<file path="src/rtl/sram_arb2_ctrl_if.sv">
// Bus bundle for sram_arb2_ctrl: two valid/ready requester ports plus the SRAM wrapper pins.
// slave = arbiter side, master = fabric/SRAM side.
interface sram_arb2_ctrl_if #(
    parameter int AW = 10,
    parameter int DW = 32
);
    logic          r0_valid;
    logic          r0_ready;
    logic          r0_we;
    logic [AW-1:0] r0_addr;
    logic [DW-1:0] r0_wdata;
    logic [DW-1:0] r0_bm;
    logic          r0_rvalid;
    logic [DW-1:0] r0_rdata;

    logic          r1_valid;
    logic          r1_ready;
    logic          r1_we;
    logic [AW-1:0] r1_addr;
    logic [DW-1:0] r1_wdata;
    logic [DW-1:0] r1_bm;
    logic          r1_rvalid;
    logic [DW-1:0] r1_rdata;

    logic [AW-1:0] sram_addr;
    logic [DW-1:0] sram_din;
    logic [DW-1:0] sram_bm;
    logic          sram_men;
    logic          sram_wen;
    logic          sram_ren;
    logic [DW-1:0] sram_dout;

    modport slave (
        input  r0_valid, r0_we, r0_addr, r0_wdata, r0_bm,
        output r0_ready, r0_rvalid, r0_rdata,
        input  r1_valid, r1_we, r1_addr, r1_wdata, r1_bm,
        output r1_ready, r1_rvalid, r1_rdata,
        output sram_addr, sram_din, sram_bm, sram_men, sram_wen, sram_ren,
        input  sram_dout
    );

    modport master (
        output r0_valid, r0_we, r0_addr, r0_wdata, r0_bm,
        input  r0_ready, r0_rvalid, r0_rdata,
        output r1_valid, r1_we, r1_addr, r1_wdata, r1_bm,
        input  r1_ready, r1_rvalid, r1_rdata,
        input  sram_addr, sram_din, sram_bm, sram_men, sram_wen, sram_ren,
        output sram_dout
    );
endinterface

</file>
<file path="src/rtl/sram_arb2_ctrl.sv">
// Two-port arbiter/sequencer for a single-port 1024x32 SRAM, fixed 3-cycle read latency.
// Define SRAM_ARB_RR_EN for round-robin arbitration; default is fixed priority (port 0 wins).
module sram_arb2_ctrl #(
    parameter int AW = 10,
    parameter int DW = 32
) (
    input  logic             clk,
    input  logic             rst_n,
    sram_arb2_ctrl_if.slave  bus
);
    localparam logic [0:0] ST_IDLE     = 1'b0;
    localparam logic [0:0] ST_HOLD_OFF = 1'b1;

    logic [0:0]    state;
    logic          idle;
    logic          sel1;
    logic          ready0;
    logic          ready1;
    logic          hs;
    logic          cmd_we;
    logic [AW-1:0] cmd_addr;
    logic [DW-1:0] cmd_wdata;
    logic [DW-1:0] cmd_bm;

    logic [AW-1:0] sram_addr;
    logic [DW-1:0] sram_din;
    logic [DW-1:0] sram_bm;
    logic          sram_men;
    logic          sram_wen;
    logic          sram_ren;

    // vld_pipe[k]: a read accepted k cycles ago; own_pipe[k]: its requester (1 = port 1)
    logic [3:1]    vld_pipe;
    logic [3:1]    own_pipe;
    logic [DW-1:0] rdata0;
    logic [DW-1:0] rdata1;

`ifdef SRAM_ARB_RR_EN
    logic last1;
`endif

    always_comb begin
        idle = (state == ST_IDLE);
`ifdef SRAM_ARB_RR_EN
        sel1 = bus.r1_valid && (!bus.r0_valid || !last1);
`else
        sel1 = bus.r1_valid && !bus.r0_valid;
`endif
        ready0 = idle && !sel1;
        ready1 = idle && sel1;
        hs     = (bus.r0_valid && ready0) || (bus.r1_valid && ready1);
        if (sel1) begin
            cmd_we    = bus.r1_we;
            cmd_addr  = bus.r1_addr;
            cmd_wdata = bus.r1_wdata;
            cmd_bm    = bus.r1_bm;
        end else begin
            cmd_we    = bus.r0_we;
            cmd_addr  = bus.r0_addr;
            cmd_wdata = bus.r0_wdata;
            cmd_bm    = bus.r0_bm;
        end
    end

    always_ff @(posedge clk) begin
        if (!rst_n) begin
            state     <= ST_HOLD_OFF;
            sram_addr <= '0;
            sram_din  <= '0;
            sram_bm   <= '0;
            sram_men  <= 1'b0;
            sram_wen  <= 1'b0;
            sram_ren  <= 1'b0;
            vld_pipe  <= '0;
            own_pipe  <= '0;
            rdata0    <= '0;
            rdata1    <= '0;
        end else begin
            state    <= ST_IDLE;
            sram_men <= hs;
            sram_wen <= hs && cmd_we;
            sram_ren <= hs && !cmd_we;
            // addr/din hold their last value on idle cycles
            if (hs) begin
                sram_addr <= cmd_addr;
                sram_bm   <= cmd_we ? cmd_bm : '1;
                if (cmd_we)
                    sram_din <= cmd_wdata;
            end
            vld_pipe <= {vld_pipe[2:1], hs && !cmd_we};
            own_pipe <= {own_pipe[2:1], sel1};
            if (vld_pipe[2]) begin
                if (own_pipe[2])
                    rdata1 <= bus.sram_dout;
                else
                    rdata0 <= bus.sram_dout;
            end
        end
    end

`ifdef SRAM_ARB_RR_EN
    always_ff @(posedge clk) begin
        if (!rst_n)
            last1 <= 1'b0;
        else if (hs)
            last1 <= sel1;
    end
`endif

    assign bus.r0_ready  = ready0;
    assign bus.r1_ready  = ready1;
    assign bus.r0_rvalid = vld_pipe[3] && !own_pipe[3];
    assign bus.r1_rvalid = vld_pipe[3] && own_pipe[3];
    assign bus.r0_rdata  = rdata0;
    assign bus.r1_rdata  = rdata1;
    assign bus.sram_addr = sram_addr;
    assign bus.sram_din  = sram_din;
    assign bus.sram_bm   = sram_bm;
    assign bus.sram_men  = sram_men;
    assign bus.sram_wen  = sram_wen;
    assign bus.sram_ren  = sram_ren;
endmodule

</file>
<file path="src/flat_wrapper.sv">
// flat-port wrapper written by rule: the top's interface ports become plain ports
module sram_arb2_ctrl_flat 
#(
    parameter int AW = 10,
    parameter int DW = 32
)
  (clk, rst_n, bus_r0_valid, bus_r0_we, bus_r0_addr, bus_r0_wdata, bus_r0_bm, bus_r0_ready, bus_r0_rvalid, bus_r0_rdata, bus_r1_valid, bus_r1_we, bus_r1_addr, bus_r1_wdata, bus_r1_bm, bus_r1_ready, bus_r1_rvalid, bus_r1_rdata, bus_sram_addr, bus_sram_din, bus_sram_bm, bus_sram_men, bus_sram_wen, bus_sram_ren, bus_sram_dout);
  sram_arb2_ctrl_if #(.AW(AW), .DW(DW)) bus_i ();
  input  logic clk;
  input  logic rst_n;
  input wire logic [$bits(bus_i.r0_valid)-1:0] bus_r0_valid;
  input wire logic [$bits(bus_i.r0_we)-1:0] bus_r0_we;
  input wire logic [$bits(bus_i.r0_addr)-1:0] bus_r0_addr;
  input wire logic [$bits(bus_i.r0_wdata)-1:0] bus_r0_wdata;
  input wire logic [$bits(bus_i.r0_bm)-1:0] bus_r0_bm;
  output wire logic [$bits(bus_i.r0_ready)-1:0] bus_r0_ready;
  output wire logic [$bits(bus_i.r0_rvalid)-1:0] bus_r0_rvalid;
  output wire logic [$bits(bus_i.r0_rdata)-1:0] bus_r0_rdata;
  input wire logic [$bits(bus_i.r1_valid)-1:0] bus_r1_valid;
  input wire logic [$bits(bus_i.r1_we)-1:0] bus_r1_we;
  input wire logic [$bits(bus_i.r1_addr)-1:0] bus_r1_addr;
  input wire logic [$bits(bus_i.r1_wdata)-1:0] bus_r1_wdata;
  input wire logic [$bits(bus_i.r1_bm)-1:0] bus_r1_bm;
  output wire logic [$bits(bus_i.r1_ready)-1:0] bus_r1_ready;
  output wire logic [$bits(bus_i.r1_rvalid)-1:0] bus_r1_rvalid;
  output wire logic [$bits(bus_i.r1_rdata)-1:0] bus_r1_rdata;
  output wire logic [$bits(bus_i.sram_addr)-1:0] bus_sram_addr;
  output wire logic [$bits(bus_i.sram_din)-1:0] bus_sram_din;
  output wire logic [$bits(bus_i.sram_bm)-1:0] bus_sram_bm;
  output wire logic [$bits(bus_i.sram_men)-1:0] bus_sram_men;
  output wire logic [$bits(bus_i.sram_wen)-1:0] bus_sram_wen;
  output wire logic [$bits(bus_i.sram_ren)-1:0] bus_sram_ren;
  input wire logic [$bits(bus_i.sram_dout)-1:0] bus_sram_dout;
  assign bus_i.r0_valid = bus_r0_valid;
  assign bus_i.r0_we = bus_r0_we;
  assign bus_i.r0_addr = bus_r0_addr;
  assign bus_i.r0_wdata = bus_r0_wdata;
  assign bus_i.r0_bm = bus_r0_bm;
  assign bus_r0_ready = bus_i.r0_ready;
  assign bus_r0_rvalid = bus_i.r0_rvalid;
  assign bus_r0_rdata = bus_i.r0_rdata;
  assign bus_i.r1_valid = bus_r1_valid;
  assign bus_i.r1_we = bus_r1_we;
  assign bus_i.r1_addr = bus_r1_addr;
  assign bus_i.r1_wdata = bus_r1_wdata;
  assign bus_i.r1_bm = bus_r1_bm;
  assign bus_r1_ready = bus_i.r1_ready;
  assign bus_r1_rvalid = bus_i.r1_rvalid;
  assign bus_r1_rdata = bus_i.r1_rdata;
  assign bus_sram_addr = bus_i.sram_addr;
  assign bus_sram_din = bus_i.sram_din;
  assign bus_sram_bm = bus_i.sram_bm;
  assign bus_sram_men = bus_i.sram_men;
  assign bus_sram_wen = bus_i.sram_wen;
  assign bus_sram_ren = bus_i.sram_ren;
  assign bus_i.sram_dout = bus_sram_dout;
  sram_arb2_ctrl #(.AW(AW), .DW(DW)) u_core (.clk(clk), .rst_n(rst_n), .bus(bus_i));
endmodule
</file>
<file path="config.mk">
export PLATFORM = sky130hd
export DESIGN_NAME = sram_arb2_ctrl_flat
export DESIGN_NICKNAME = d
export VERILOG_FILES = /design/src/rtl/sram_arb2_ctrl_if.sv /design/src/rtl/sram_arb2_ctrl.sv /design/src/flat_wrapper.sv
export SDC_FILE = /design/constraint.sdc
export NUM_CORES = 1
export LEC_CHECK = 0
export BUFFER_PORTS_ARGS = -buffer_cell sky130_fd_sc_hd__buf_2
export CORE_AREA = 2 2 128 130
export CTS_BUF_LIST = sky130_fd_sc_hd__clkbuf_8 sky130_fd_sc_hd__clkbuf_16
export DETAILED_ROUTE_END_ITERATION = 16
export DIE_AREA = 0 0 130 132
export PLACE_DENSITY = 0.8
export REMOVE_ABC_BUFFERS = 1
export SYNTH_ARGS = -nofsm -noshare
export SYNTH_HDL_FRONTEND = slang
export SYNTH_SLANG_ARGS = --single-unit
</file>
<file path="constraint.sdc">
create_clock -name clk -period 4.98 [get_ports clk]
set_clock_uncertainty 0.15 [all_clocks]
set_input_delay 0.498 -clock clk [delete_from_list [all_inputs] [get_ports clk]]
set_output_delay 0.498 -clock clk [all_outputs]
set_load 0.03 [all_outputs]
</file>
== Yosys cells after proc, flatten, opt, wreduce, memory -nomap -nowiden ==
Index checks and enable logic that the tools add are counted.
Widths: inputs -> output; s select.

* Flip-flop bits (word level): 148
* Memories kept: 0
* Word-level logic and storage cells: 36
* Latch bits: 0
* Bits of input ports: 186
* Bits in read-only memories: 0
* RAM bits: 0
* Output and inout bits: 145

* Reductions and logical operators: 17
* Shift-type cells: 0
* Equality and inequality tests: 0
* Divide/modulo/power cells: 0
* Add/subtract/negate cells: 0
* Bitwise gates (word level): 2
* Multiplexer cells: 6
* Order comparisons: 0
* Multiply operators: 0

{| class="wikitable"
|+ Operators with widths
! kind !! count
|-
| $mux 32 || 3
|-
| $mux 10 || 1
|-
| $logic_and 1x1->1 || 9
|-
| $reduce_and 2->1 || 3
|-
| $logic_not 1->1 || 4
|-
| $mux 1 || 2
|-
| $not 1->1 || 2
|-
| $logic_or 1x1->1 || 1
|}

== Longest topological paths before layout ==
* Depth after elaboration: 7
* Depth in mapped cells: 6
* Mapped depth without buffers: 3

== Least setup slack after synthesis ==
No wires, ideal clock.

* Path kind: input port to output port
* From: input port bus_r0_valid
* To: output port bus_r1_ready
* Data required time: 4332 ps
* Data arrival time: 1484 ps
* Path slack: 2848 ps
* Stages: 5
* Path buffers: 3
* Path through: nand2b_1 -> clkbuf_1 -> buf_2 -> buf_2 -> nor2_1

* Cells in the longest elaborated chain, start to end: 3

{| class="wikitable"
|+ RTL lines
! what !! RTL line !! text
|-
| from (decl) || flat_wrapper.sv:11 || <nowiki>input wire logic [$bits(bus_i.r0_valid)-1:0] bus_r0_valid;</nowiki>
|-
| $logic_not 1->1 || sram_arb2_ctrl.sv:47 || <nowiki>sel1 = bus.r1_valid && !bus.r0_valid;</nowiki>
|-
| $logic_and 1x1->1 || sram_arb2_ctrl.sv:47 ||
|-
| $logic_and 1x1->1 || sram_arb2_ctrl.sv:50 || <nowiki>ready1 = idle && sel1;</nowiki>
|-
| to (decl) || flat_wrapper.sv:24 || <nowiki>output wire logic [$bits(bus_i.r1_ready)-1:0] bus_r1_ready;</nowiki>
|}

No other way between the ends.

== Worst setup path after layout ==
* From: register u_core.state
* To: register u_core.sram_din[11], in the netlist u_core.bus.sram_din[11]

* Cells in the longest elaborated chain, start to end: 5
* Elaborated cells on any way between the ends: 7
* Classes of those cells: bitwise: 1; reduce/logical: 6

{| class="wikitable"
|+ RTL lines
! what !! RTL line !! text
|-
| from (decl) || sram_arb2_ctrl.sv:14 || <nowiki>logic [0:0] state;</nowiki>
|-
| from (signal assigned) || sram_arb2_ctrl.sv:67 || <nowiki>state <= ST_HOLD_OFF;</nowiki>
|-
| from (signal assigned) || sram_arb2_ctrl.sv:79 || <nowiki>state <= ST_IDLE;</nowiki>
|-
| $not 1->1 (*) || sram_arb2_ctrl.sv:43 || <nowiki>idle = (state == ST_IDLE);</nowiki>
|-
| $logic_and 1x1->1 (on tied branches) || sram_arb2_ctrl.sv:49, sram_arb2_ctrl.sv:50 ||
|-
| $logic_and 1x1->1 || sram_arb2_ctrl.sv:51 || <nowiki>hs = (bus.r0_valid && ready0) || (bus.r1_valid && ready1);</nowiki>
|-
| $logic_or 1x1->1 (*) || sram_arb2_ctrl.sv:51 ||
|-
| $reduce_and 2->1 (no source line) (*) || -- ||
|-
| to (signal assigned) || sram_arb2_ctrl.sv:88 || <nowiki>sram_din <= cmd_wdata;</nowiki>
|-
| to (decl) || sram_arb2_ctrl.sv:26 || <nowiki>logic [DW-1:0] sram_din;</nowiki>
|}

Every way passes the cells marked *; elsewhere a longest branch is shown, timed or not.
A chain may end at the register's enable or synchronous reset.

==> reports/metrics.csv <==
metric,value,unit
layout cells sized above 1,39.42,%
detailed-placement wirelength estimate,12960,microns
final period utilization,54.06,%
total core area,15710,sq um
CTS Hold Bufs,0,
ANT cells,0,
Place WS,1982,ps
Post-Syn Area,5846,sq um
YS warnings,0,
I/O pins,331,
Gate power share,14.6,%
register area share after synthesis,50.34,%
Psw,827.3,uW
Main synth FF type,dfxtp_1,
synthesis-to-finish area growth,39.98,%
WS Path Type,flop to flop,
worst hold path type,input pin to flop,
Via Count,6173,
Leak,0.003773,uW
row count,46,
multi-input gate area in the final layout,2633,sq um
Clk pwr share,43.5,%
CTS Root Cell,clkbuf_16,
Post-synth EDFFs,0,
DRC viols,0,
port bufs,330,
CP most frequent cell,buf_4,
remaining antenna violation count after routing,0,
CTS tree,done,
Fmax,371.5,MHz
max-slew violations,0,
actual slew at the worst max-slew pin,1202,ps
total wire length,18320,microns
crit path capture type,flop,
CP Launch Type,flop,
setup bufs post-CTS,0,
CP Cell Sequence,nor4bb_4 > buf_4 > or2_2 > buf_4 > a311oi_2,
total CTS buffers,17,
First-pass DRT Iterations,4,
filler instances,1497,
"critical path fanouts, max",34,
first-pass GRT wire length,28380,microns
largest net degree at the start of global routing,75,
Switching Share,27.60,%
slowest CP cell,or2_2,
grt ovf,0,
Worst EP arrival,2810,ps
GP Congestion,0.8195,
Max Cap Viol,0,
most numerous cell in the Yosys netlist,nand2_1,
status,"complete, no violations",
syn avg cell area,8.052,sq um
Flop pwr share,42.0,%
Synth top area share,50.34,%
Cells after Synth,726,
Initial Utilization,37.20,%
number of global-route vias before repair,5769,
CTS Buffer Depth,2,
clk slew on worst S/H paths,60,ps
WP buf/inv,2,
1st-iter DRT viols,324,
register area,2943,sq um
endpoints failing hold,0,
dpl cells,1214,
worst slew margin relative to its limit,19.90,%
Final #Nets,1203,
Worst Path Required,5100,ps
"Core Util, Final",52.08,%
Crit path largest cell delay,760,ps
Setup-failing EPs final,0,
GRT Total Usage,20.76,%
Die ar.,17160,sq um
Period minus WS final,2692,ps
pwr/cell area,366.4,nW/um^2
"non-filler cells, final",1246,
RSZ-0062 raised after global routing,no,
cell taking the most area after synthesis,dfxtp_1,
"delay-heaviest family, CP",simple AND/OR/NAND/NOR gates,
H-tree levels,4,
"setup slack, reg-to-reg",2290,ps
share of flip-flops with an asynchronous set or reset,0,%
vias per cell,4.954,
# resized after CTS,0,
die width,130,microns
Die Span Y,132,microns
average wire per standard cell,14.70,microns
Worst-Skew Late Latency,410,ps
"Distinct cells, synth",22,
clock sink total,147,
synth top area cells,"dfxtp_1, nand2_1, a311oi_2, a21oi_1, a31oi_1",
cell-internal power,2171,uW
maximum VDD drop,0.2134,mV
Post-synth top cells,"nand2_1, dfxtp_1, a21oi_1",
fin worst setup slack,2288,ps
synthesized flop and latch total,147,
initial antenna violation count,0,
==> per-layer routing <==
layer	vias to the layer above	GRT usage, %	wire length [microns]
li1	3044	-	-
met3	40	6.169	1392
met5	-	0	0
met4	0	8.602	536
met1	2808	24.07	7382
met2	281	35.40	9008
==> registers in the layout, summed over array words and instances (netlist names) <==
name and cells:
u_core.bus.r0_rdata 32, u_core.bus.r1_rdata 32, u_core.bus.sram_bm 32, u_core.bus.sram_din 32
u_core.bus.sram_addr 10, u_core.own_pipe 3, u_core.vld_pipe 3, u_core.bus.sram_men 1
u_core.bus.sram_wen 1, u_core.state 1
==> worst reg2reg max path: stages (launching register included) <==
cell	delay, ps
dfxtp_1	360
nor4bb_4	260
buf_4	350
or2_2	770
buf_4	490
a311oi_2	170
==> cells by family (layout without fill, tap and decap cells) <==
family,Yosys count,in the layout,synth area share [%]
multiplexers,1,1,0.1712
buffers and inverters,68,372,5.094
AO/OA/AOI/OAI,171,171,21.10
flip-flops,147,147,50.34
AND/OR/NAND/NOR,339,339,23.29
==> power by group through the flow <==
stage	logic [uW]	registers, uW	clock network [uW]
final	437	1260	1300
after detailed placement	438	1280	0
after floorplan	148	1390	0
after global placement	434	1280	0
after global routing	473	1260	1390
after CTS	439	1260	1330
==> worst paths after layout <==
check	start	endpoint	cells past startpoint
max	u_core.state	u_core.bus.sram_din[11]	5
min	bus_sram_dout[3]	u_core.bus.r1_rdata[3]	3
max reg2reg	u_core.state	u_core.bus.sram_din[11]	5
min reg2reg	u_core.own_pipe[1]	u_core.own_pipe[2]	1
==> metrics by stage <==
step | setup TNS [ps] | hold WS (ps) | power [uW] | area, sq um
2_1_floorplan | -2477 | 261.8 | 1536 | 5552
3_3_place_gp | 0 | 262.9 | 1715 | 7571
3_5_place_dp | 0 | 277.4 | 1721 | 7571
4_1_cts | 0 | 157.1 | 3028 | 8183
5_1_grt | 0 | 161.2 | 3123 | 8183
6_report | 0 | 177.0 | 2998 | 8183
==> cell usage in the layout, fill, tap and decap left out, types with 2 or more instances in the layout <==
cell type  instances
buf_2            330
nand2_1          277
dfxtp_1          147
a21oi_1           64
o21ai_0           32
a31oi_1           32
nor3_1            32
a311oi_2          28
clkbuf_16         17
a311oi_1          14
nor2_1            13
buf_4              9
and2_1             8
clkinv_4           5
clkbuf_8           3
nor2b_1            2
bufinv_16          2
inv_6              2
==> cell type report <==
type | count | area share, %
sequential | 147 | 35.96
multi-input combinational | 511 | 32.17
timing repair buffer | 339 | 21.01
clock buffer | 20 | 5.703
tap | 216 | 3.303
clock inverter | 12 | 1.774
inverter | 1 | 0.07645
No activity file was read; power rests on OpenSTA's default activity.
